--- src/rtl/univ_shift_reg_n.sv ---
// rtl/univ_shift_reg_n.sv - universal shift register with command handshake
// One command per operation; multi-bit shifts run one bit per clock.
module univ_shift_reg_n #(
  parameter int WIDTH = 8,
  parameter int AW    = $clog2(WIDTH + 1)
) (
  input  logic             clk,
  input  logic             reset,
  input  logic             cmd_valid,
  output logic             cmd_ready,
  input  logic [2:0]       cmd_op,
  input  logic [AW-1:0]    cmd_amt,
  input  logic [WIDTH-1:0] load_data,
  input  logic             sr_in,
  input  logic             sl_in,
  output logic [WIDTH-1:0] q,
  output logic             sr_out,
  output logic             sl_out,
  output logic             busy,
  output logic             done
);

  localparam logic [2:0] OP_HOLD = 3'b000;
  localparam logic [2:0] OP_SHR  = 3'b001;
  localparam logic [2:0] OP_SHL  = 3'b010;
  localparam logic [2:0] OP_LOAD = 3'b011;
  localparam logic [2:0] OP_ROR  = 3'b100;
  localparam logic [2:0] OP_ROL  = 3'b101;
  localparam logic [2:0] OP_ASR  = 3'b110;
  localparam logic [2:0] OP_CLR  = 3'b111;

  localparam logic [AW-1:0] AMT_MAX = AW'(WIDTH);
  localparam logic [AW-1:0] AMT_ONE = AW'(1);

  // One-hot encoding so a corrupted state is detectable and recovers to IDLE
  typedef enum logic [1:0] {
    S_IDLE = 2'b01,
    S_RUN  = 2'b10
  } state_t;

  state_t           state, state_nxt;
  logic [WIDTH-1:0] q_nxt;
  logic [AW-1:0]    count, count_nxt;
  logic [AW-1:0]    amt_n;
  logic [2:0]       op_r, op_nxt;
  logic             done_nxt;

  function automatic logic [WIDTH-1:0] shift_step(
    input logic [2:0]       op,
    input logic [WIDTH-1:0] v,
    input logic             sr,
    input logic             sl
  );
    logic [WIDTH-1:0] r;
    case (op)
      OP_SHR:  r = {sr, v[WIDTH-1:1]};
      OP_SHL:  r = {v[WIDTH-2:0], sl};
      OP_ROR:  r = {v[0], v[WIDTH-1:1]};
      OP_ROL:  r = {v[WIDTH-2:0], v[WIDTH-1]};
      OP_ASR:  r = {v[WIDTH-1], v[WIDTH-1:1]};
      default: r = v;
    endcase
    return r;
  endfunction

  assign amt_n     = (cmd_amt > AMT_MAX) ? AMT_MAX : cmd_amt;
  assign cmd_ready = (state == S_IDLE);
  assign busy      = (state == S_RUN);
  assign sr_out    = q[0];
  assign sl_out    = q[WIDTH-1];

  always_ff @(posedge clk or posedge reset) begin
    if (reset) begin
      state <= S_IDLE;
      q     <= '0;
      count <= '0;
      op_r  <= OP_HOLD;
      done  <= 1'b0;
    end else begin
      state <= state_nxt;
      q     <= q_nxt;
      count <= count_nxt;
      op_r  <= op_nxt;
      done  <= done_nxt;
    end
  end

  always_comb begin
    state_nxt = state;
    q_nxt     = q;
    count_nxt = count;
    op_nxt    = op_r;
    done_nxt  = 1'b0;
    case (state)
      S_IDLE: begin
        if (cmd_valid) begin
          case (cmd_op)
            OP_HOLD: done_nxt = 1'b1;
            OP_LOAD: begin
              q_nxt    = load_data;
              done_nxt = 1'b1;
            end
            OP_CLR: begin
              q_nxt    = '0;
              done_nxt = 1'b1;
            end
            default: begin
              if (amt_n == '0) begin
                done_nxt = 1'b1;
              end else begin
                // First step lands on the accept edge itself
                q_nxt     = shift_step(cmd_op, q, sr_in, sl_in);
                count_nxt = amt_n - AMT_ONE;
                op_nxt    = cmd_op;
                if (amt_n == AMT_ONE) done_nxt = 1'b1;
                else                  state_nxt = S_RUN;
              end
            end
          endcase
        end
      end
      S_RUN: begin
        q_nxt = shift_step(op_r, q, sr_in, sl_in);
        if (count <= AMT_ONE) begin
          count_nxt = '0;
          state_nxt = S_IDLE;
          done_nxt  = 1'b1;
        end else begin
          count_nxt = count - AMT_ONE;
        end
      end
      default: begin
        state_nxt = S_IDLE;
        count_nxt = '0;
      end
    endcase
  end

endmodule

--- config.mk ---
export PLATFORM = sky130hd
export DESIGN_NAME = univ_shift_reg_n
export DESIGN_NICKNAME = d
export VERILOG_FILES = /design/src/rtl/univ_shift_reg_n.sv
export SDC_FILE = /design/constraint.sdc
export NUM_CORES = 1
export LEC_CHECK = 0
export ABC_CLOCK_PERIOD_IN_PS = 5180
export BUFFER_PORTS_ARGS = -buffer_cell sky130_fd_sc_hd__buf_2
export CAP_MARGIN = 25
export CELL_PAD_IN_SITES_DETAIL_PLACEMENT = 0
export CELL_PAD_IN_SITES_GLOBAL_PLACEMENT = 1
export CORE_ASPECT_RATIO = 2
export CORE_MARGIN = 2
export CORE_UTILIZATION = 35
export CTS_CLUSTER_SIZE = 25
export DETAILED_ROUTE_END_ITERATION = 8
export PLACE_DENSITY = 0.69
export SETUP_SLACK_MARGIN = 0.2
export SLEW_MARGIN = 20
export SYNTH_ARGS = -nofsm -noshare
export SYNTH_HDL_FRONTEND = slang
export SYNTH_SLANG_ARGS = --single-unit
--- constraint.sdc ---
create_clock -name clk -period 5.18 [get_ports clk]
set_clock_uncertainty 0.1 [all_clocks]
set_input_delay 1.036 -clock clk [delete_from_list [all_inputs] [get_ports clk]]
set_output_delay 1.036 -clock clk [all_outputs]
set_load 0.02 [all_outputs]
-- Word-level counts from Yosys, hierarchy flattened
Cells that the tools add are included.
- flip-flop bits (word level): 18
- output and inout port bits: 13
- $add $sub $neg: 2
- order comparisons: 2
- equal/unequal tests: 28
- multiplexer cells: 24
- bitwise gates (word level): 2
- reductions and logical operators: 9
- operators with widths (kind ; count):
    $pmux 8 s5 ; 2
    $pmux 8 s3 ; 1
    $eq 3x3->1 const B ; 7
    $mux 4 ; 5
    $mux 8 ; 2
    $pmux 8 s2 ; 1
    $ne 2x2->1 const B ; 6
    $mux 2 ; 5
    $eq 3x2->1 const B ; 3
    $ne 8x1->1 const B ; 1
    $pmux 4 s2 ; 1
    $reduce_and 8->1 ; 1
    $sub 4x1->4 const B ; 2
    $ne 7x1->1 const B ; 1
    $eq 3x1->1 const B ; 2
    $ne 6x1->1 const B ; 1
    $reduce_and 6->1 ; 1
    $mux 1 ; 5
    $ne 5x1->1 const B ; 1
    $reduce_and 5->1 ; 1
    $eq 4x1->1 const B ; 1
    $gt 4x4->1 const B ; 1
    $le 4x1->1 const B ; 1
    $logic_not 4->1 ; 1
    other kinds (13) ; 14

-- Logic depth before layout (Yosys ltp)
- depth in word-level cells: 8
- depth in mapped cells: 8
- gate-level depth less buffers: 7

-- Least setup slack after synthesis
Ideal clock, no wire load.
- path kind: input-to-reg
- from: input port cmd_amt[3]
- to: register q[0]
- library setup time: 0.128 ns
- arrival time: 2.496 ns
- slack: 2.456 ns
- stages on the path: 8
- buffers on the path: 1
- cells stage by stage: nand2b_1 ha_1 or3b_1 o211ai_2 a21oi_1 o21a_1 buf_4 mux2_1
- word-level cells in the longest chain between the ends: 5
- ends and longest elaborated chain (element ; line ; text):
    from (decl) ; 12 ; input logic [AW-1:0] cmd_amt,
    $gt 4x4->1 ; 66 ; assign amt_n = (cmd_amt > AMT_MAX) ? AMT_MAX : cmd_amt;
    $mux 4 * ; 66 ;
    $logic_not 4->1 * ; 108 ; if (amt_n == '0) begin
    $ne 4x2->1 (no line) * ; -- ;
    $reduce_and 6->1 (no line) * ; -- ;
    to (signal assigned) ; 81 ; q <= q_nxt;
    to (decl) ; 16 ; output logic [WIDTH-1:0] q,
Every way passes the cells marked *; elsewhere a longest branch is shown, timed or not.
A chain may end at the register's enable or synchronous reset.

-- Worst setup path in the final report
- from: input port cmd_amt[3]
- to: register q[3]
Same word-level chain as after synthesis.

==> qor.csv <==
stage,metric,value,unit
outcome,status,"finished, final reports clean",
cells_and_area,synthesis-to-finish area growth,12.6,%
clocking,buffers inserted during post-CTS setup optimization,0,
yosys,Synth async-reset ratio,100,%
yosys,average cell area after synthesis,8.91,um^2
worst_hold_path,worst hold path stage count,2,
worst_setup_path,Critical Setup Path Class,primary input to flip-flop,
clocking,number of clock buffers inserted by TritonCTS,3,
clocking,clock sink count,18,
worst_setup_path,reg2reg setup slack,2.82,ns
floorplan,Die Y-Extent,98.1,um
clocking,post-CTS clock slew at the launch and capture registers of the worst setup and hold paths,0.07,ns
clocking,clock latency at the later pin of the worst-skew pair,0.25,ns
cells_and_area,Register Area,452,um^2
yosys,netlist area before placement,1550,um^2
sta,final critical-path share of the clock period,54.1,%
sta,final worst path period need,2.80,ns
place,number of input and output port buffers inserted,32,
drt,Avg WL per Cell,16.8,um
power,Clock power frac,12.2,%
global_routing,total routing usage reported by global routing,18.2,%
sta,final max-slew violation count,0,
yosys,syn_nets,200,
worst_setup_path,sort of element at the end of the critical path,flip-flop,
worst_setup_path,maximum cell stage delay along the critical path,0.39,ns
clocking,CTS Buffer Depth,2,
cells_and_area,"Non-Filler Cell Area, Final",1750,um^2
sta,final sum of negative setup slack,0,ns
power,switch share,47.1,%
flow_run,MaxCap Viol Count,0,
yosys,ys flop type,sky130_fd_sc_hd__dfrtp_1,
sta,total setup violations reported at the end of the flow,0,
worst_setup_path,Worst Path Arrival,2.84,ns
place,Detailed Place HPWL,3370,um
cells_and_area,end-of-flow core utilization,40.6,%
cells_and_area,multi-input combinational cell area,958,um^2
floorplan,number of primary I/O pins,33,
yosys,unique cell type count in the Yosys netlist,59,
worst_setup_path,CP startpoint kind,primary input,
sta,unrepaired setup endpoints after global routing,no,
power,power density of the placed cells,534,nW/um^2
cells_and_area,total of fill cells in the finished design,436,
clocking,CTS HTree Levels,1,
worst_setup_path,worst-path cell chain,"buf_2, nand2b_1, ha_1, or3b_1, o211ai_2, a21oi_1, o21a_1, mux2_1",
yosys,number of instances in the synthesized netlist,174,
drt,iteration count of the initial detailed-routing pass,4,
drt,wire length after detailed routing,4220,um
place,DP Cell Count,247,
power,share of total power in sequential cells,32.0,%
drt,initial drt markers,37,
floorplan,x dimension of the die,51.1,um
clocking,post-cts hold buffer count,0,
worst_hold_path,Hold Path End,state[0],
worst_setup_path,startpoint of the lowest-slack register-to-register path,state[0],
cells_and_area,fraction of final layout cells with drive strength greater than 1,25.4,%
sta,final setup margin,2.38,ns
sta,worst slew pin tran,0.715,ns
global_routing,initial antenna violation count,0,
floorplan,standard-cell row count,34,
power,switching power total,0.439,mW
power,Internal,0.493,mW
cells_and_area,non-filler instance count after layout,251,
global_routing,via count of the first global-routing pass,1483,
yosys,sequential-to-total area share from yosys stat,29.1,%
clocking,post-cts sizing count,0,
power,leakage power total,0.784,nW
cells_and_area,fin nets,224,
worst_setup_path,CP Launch Point,cmd_amt[3],
drt,DRC errors left,0,
global_routing,global-route wire length before repair,7050,um
sta,final hold vios,0,
worst_setup_path,top fanout value on the critical path,7,
yosys,Yosys warning total,0,
sta,smallest hold slack,0.412,ns
clocking,clock root cell,sky130_fd_sc_hd__clkbuf_8,
place,pre-CTS setup slack,2.11,ns
drt,Via Count,1445,
worst_hold_path,hold crit path type,flip-flop to flip-flop,
sta,Slew HR,52.3,%
worst_setup_path,worst flop-to-flop path endpoint,q[2],
clocking,CTS tree,done,
worst_setup_path,path depth of the worst reg2reg path,6,
cells_and_area,total inserted antenna cells,0,
power,Power Total,0.932,mW
worst_setup_path,Crit path buffers/inverters,1,
floorplan,core area,4300,um^2
yosys,number of synthesized flops with an enable pin,0,
global_routing,total global routing overflow,0,
drt,number of nets still failing antenna checks after routing,0,
sta,f_max,0.357,GHz
worst_setup_path,endpoint required time on the critical path,5.22,ns
floorplan,Die ar.,5010,um^2
power,Comb power frac,55.8,%
worst_setup_path,stages on the worst setup path,8,
yosys,register bit total from synthesis,18,
place,routability cong.,0.802,
power,worst vdd rail ir drop,0.299,mV
drt,vias per cell,5.76,
place,post-place instance area,1690,um^2
worst_setup_path,worst-path cell with the longest stage delay,sky130_fd_sc_hd__o21a_1,
floorplan,initial core utilization,36.1,%
global_routing,pin count of the biggest net entering global routing,19,
worst_hold_path,hold path startpoint,state[0],
worst_setup_path,category of cells accounting for the largest share of critical-path delay,compound AO/OA/AOI/OAI gates,
==> routing by layer <==
metal / vias to the layer above / wire (um) / GRT usage, %
met2: 47 / 2370 / 34.1
met3: 12 / 156 / 2.29
met1: 689 / 1560 / 18.9
met5: - / 0 / 0
li1: 697 / - / -
met4: 0 / 128 / 8.94
==> worst min-delay path, delay by kind of cell, from the launching register on <==
kind | cells | cell delay, ns
AOI/OAI and AO/OA | 1 | 0.07
buffers and inverters | 1 | 0.07
DFF | 1 | 0.37
==> synth_stat cells, types with 3 or more instances <==
cell type | n | area share, %
sky130_fd_sc_hd__dfrtp_1 | 17 | 27
sky130_fd_sc_hd__nand2_1 | 14 | 3.4
sky130_fd_sc_hd__inv_1 | 12 | 2.9
sky130_fd_sc_hd__a21oi_1 | 11 | 3.6
sky130_fd_sc_hd__nor2_1 | 8 | 1.9
sky130_fd_sc_hd__ha_1 | 6 | 4.8
sky130_fd_sc_hd__mux2_1 | 6 | 4.4
sky130_fd_sc_hd__nor3_1 | 6 | 1.9
sky130_fd_sc_hd__o22ai_1 | 6 | 2.4
sky130_fd_sc_hd__mux2i_1 | 5 | 3.2
sky130_fd_sc_hd__nand2b_1 | 5 | 2.0
sky130_fd_sc_hd__a221o_1 | 4 | 2.6
sky130_fd_sc_hd__a221oi_1 | 4 | 2.3
sky130_fd_sc_hd__buf_2 | 4 | 1.3
sky130_fd_sc_hd__buf_4 | 4 | 1.9
sky130_fd_sc_hd__o21ai_0 | 4 | 1.3
sky130_fd_sc_hd__nand3b_1 | 3 | 1.5
sky130_fd_sc_hd__o31ai_1 | 3 | 1.5
==> final cells by class <==
type,count,area share (%)
Timing Repair Buffer,32,9.18
Tap cell,54,3.87
Multi-Input combinational cell,129,54.9
Inverter,14,3.01
Sequential cell,18,25.9
Clock buffer,4,3.15
==> registers in the layout, indices dropped and copies added (netlist names) <==
| signal | count |
|---|---|
| q | 8 |
| count | 4 |
| op_r | 3 |
| state | 2 |
| done | 1 |
==> kinds of logic (layout without fill, tap and decap cells) <==
family                   Yosys count  in the layout  share of synthesized area (%)
XOR/XNOR                           2              2                           1.13
multiplexers                      15             15                           11.0
AND/OR/NAND/NOR                   54             54                           20.3
buffers and inverters             27             50                           9.04
adder cells (fa/ha/maj)            6              6                           4.84
flip-flops                        18             18                           29.1
AO/OA/AOI/OAI                     52             52                           24.5
==> worst max-delay path by stage <==
stage                     endpoint  slack [ns]
after detailed placement      q[0]        2.11
final                         q[3]        2.38
after global routing          q[3]        2.26
after global placement        q[3]        2.20
after CTS                     q[0]        2.37
after floorplan               q[0]        2.46
==> power groups by stage <==
stage | logic, mW | clock network (mW) | registers, mW
final | 0.520 | 0.114 | 0.298
after floorplan | 0.407 | 0 | 0.297
after global routing | 0.578 | 0.123 | 0.309
after detailed placement | 0.524 | 0 | 0.299
after global placement | 0.510 | 0 | 0.292
after CTS | 0.524 | 0.118 | 0.297
==> cells in the final DEF, fill, tap and decap left out, types with 2 or more instances in the layout <==
cell / instances
sky130_fd_sc_hd__a21oi_1: 11
sky130_fd_sc_hd__a221o_1: 4
sky130_fd_sc_hd__a221oi_1: 4
sky130_fd_sc_hd__a32oi_1: 2
sky130_fd_sc_hd__and2_1: 2
sky130_fd_sc_hd__buf_2: 32
sky130_fd_sc_hd__clkbuf_8: 4
sky130_fd_sc_hd__dfrtp_1: 17
sky130_fd_sc_hd__ha_1: 6
sky130_fd_sc_hd__inv_1: 12
sky130_fd_sc_hd__inv_2: 2
sky130_fd_sc_hd__mux2_1: 6
sky130_fd_sc_hd__mux2_2: 2
sky130_fd_sc_hd__mux2_4: 2
sky130_fd_sc_hd__mux2i_1: 5
sky130_fd_sc_hd__nand2_1: 14
sky130_fd_sc_hd__nand2b_1: 5
sky130_fd_sc_hd__nand3_1: 2
sky130_fd_sc_hd__nand3b_1: 3
sky130_fd_sc_hd__nor2_1: 8
sky130_fd_sc_hd__nor3_1: 6
sky130_fd_sc_hd__nor4_1: 2
sky130_fd_sc_hd__o21ai_0: 4
sky130_fd_sc_hd__o21ai_1: 2
sky130_fd_sc_hd__o22ai_1: 6
sky130_fd_sc_hd__o311ai_1: 2
sky130_fd_sc_hd__o31ai_1: 3
(Power assumes the default switching activity.)
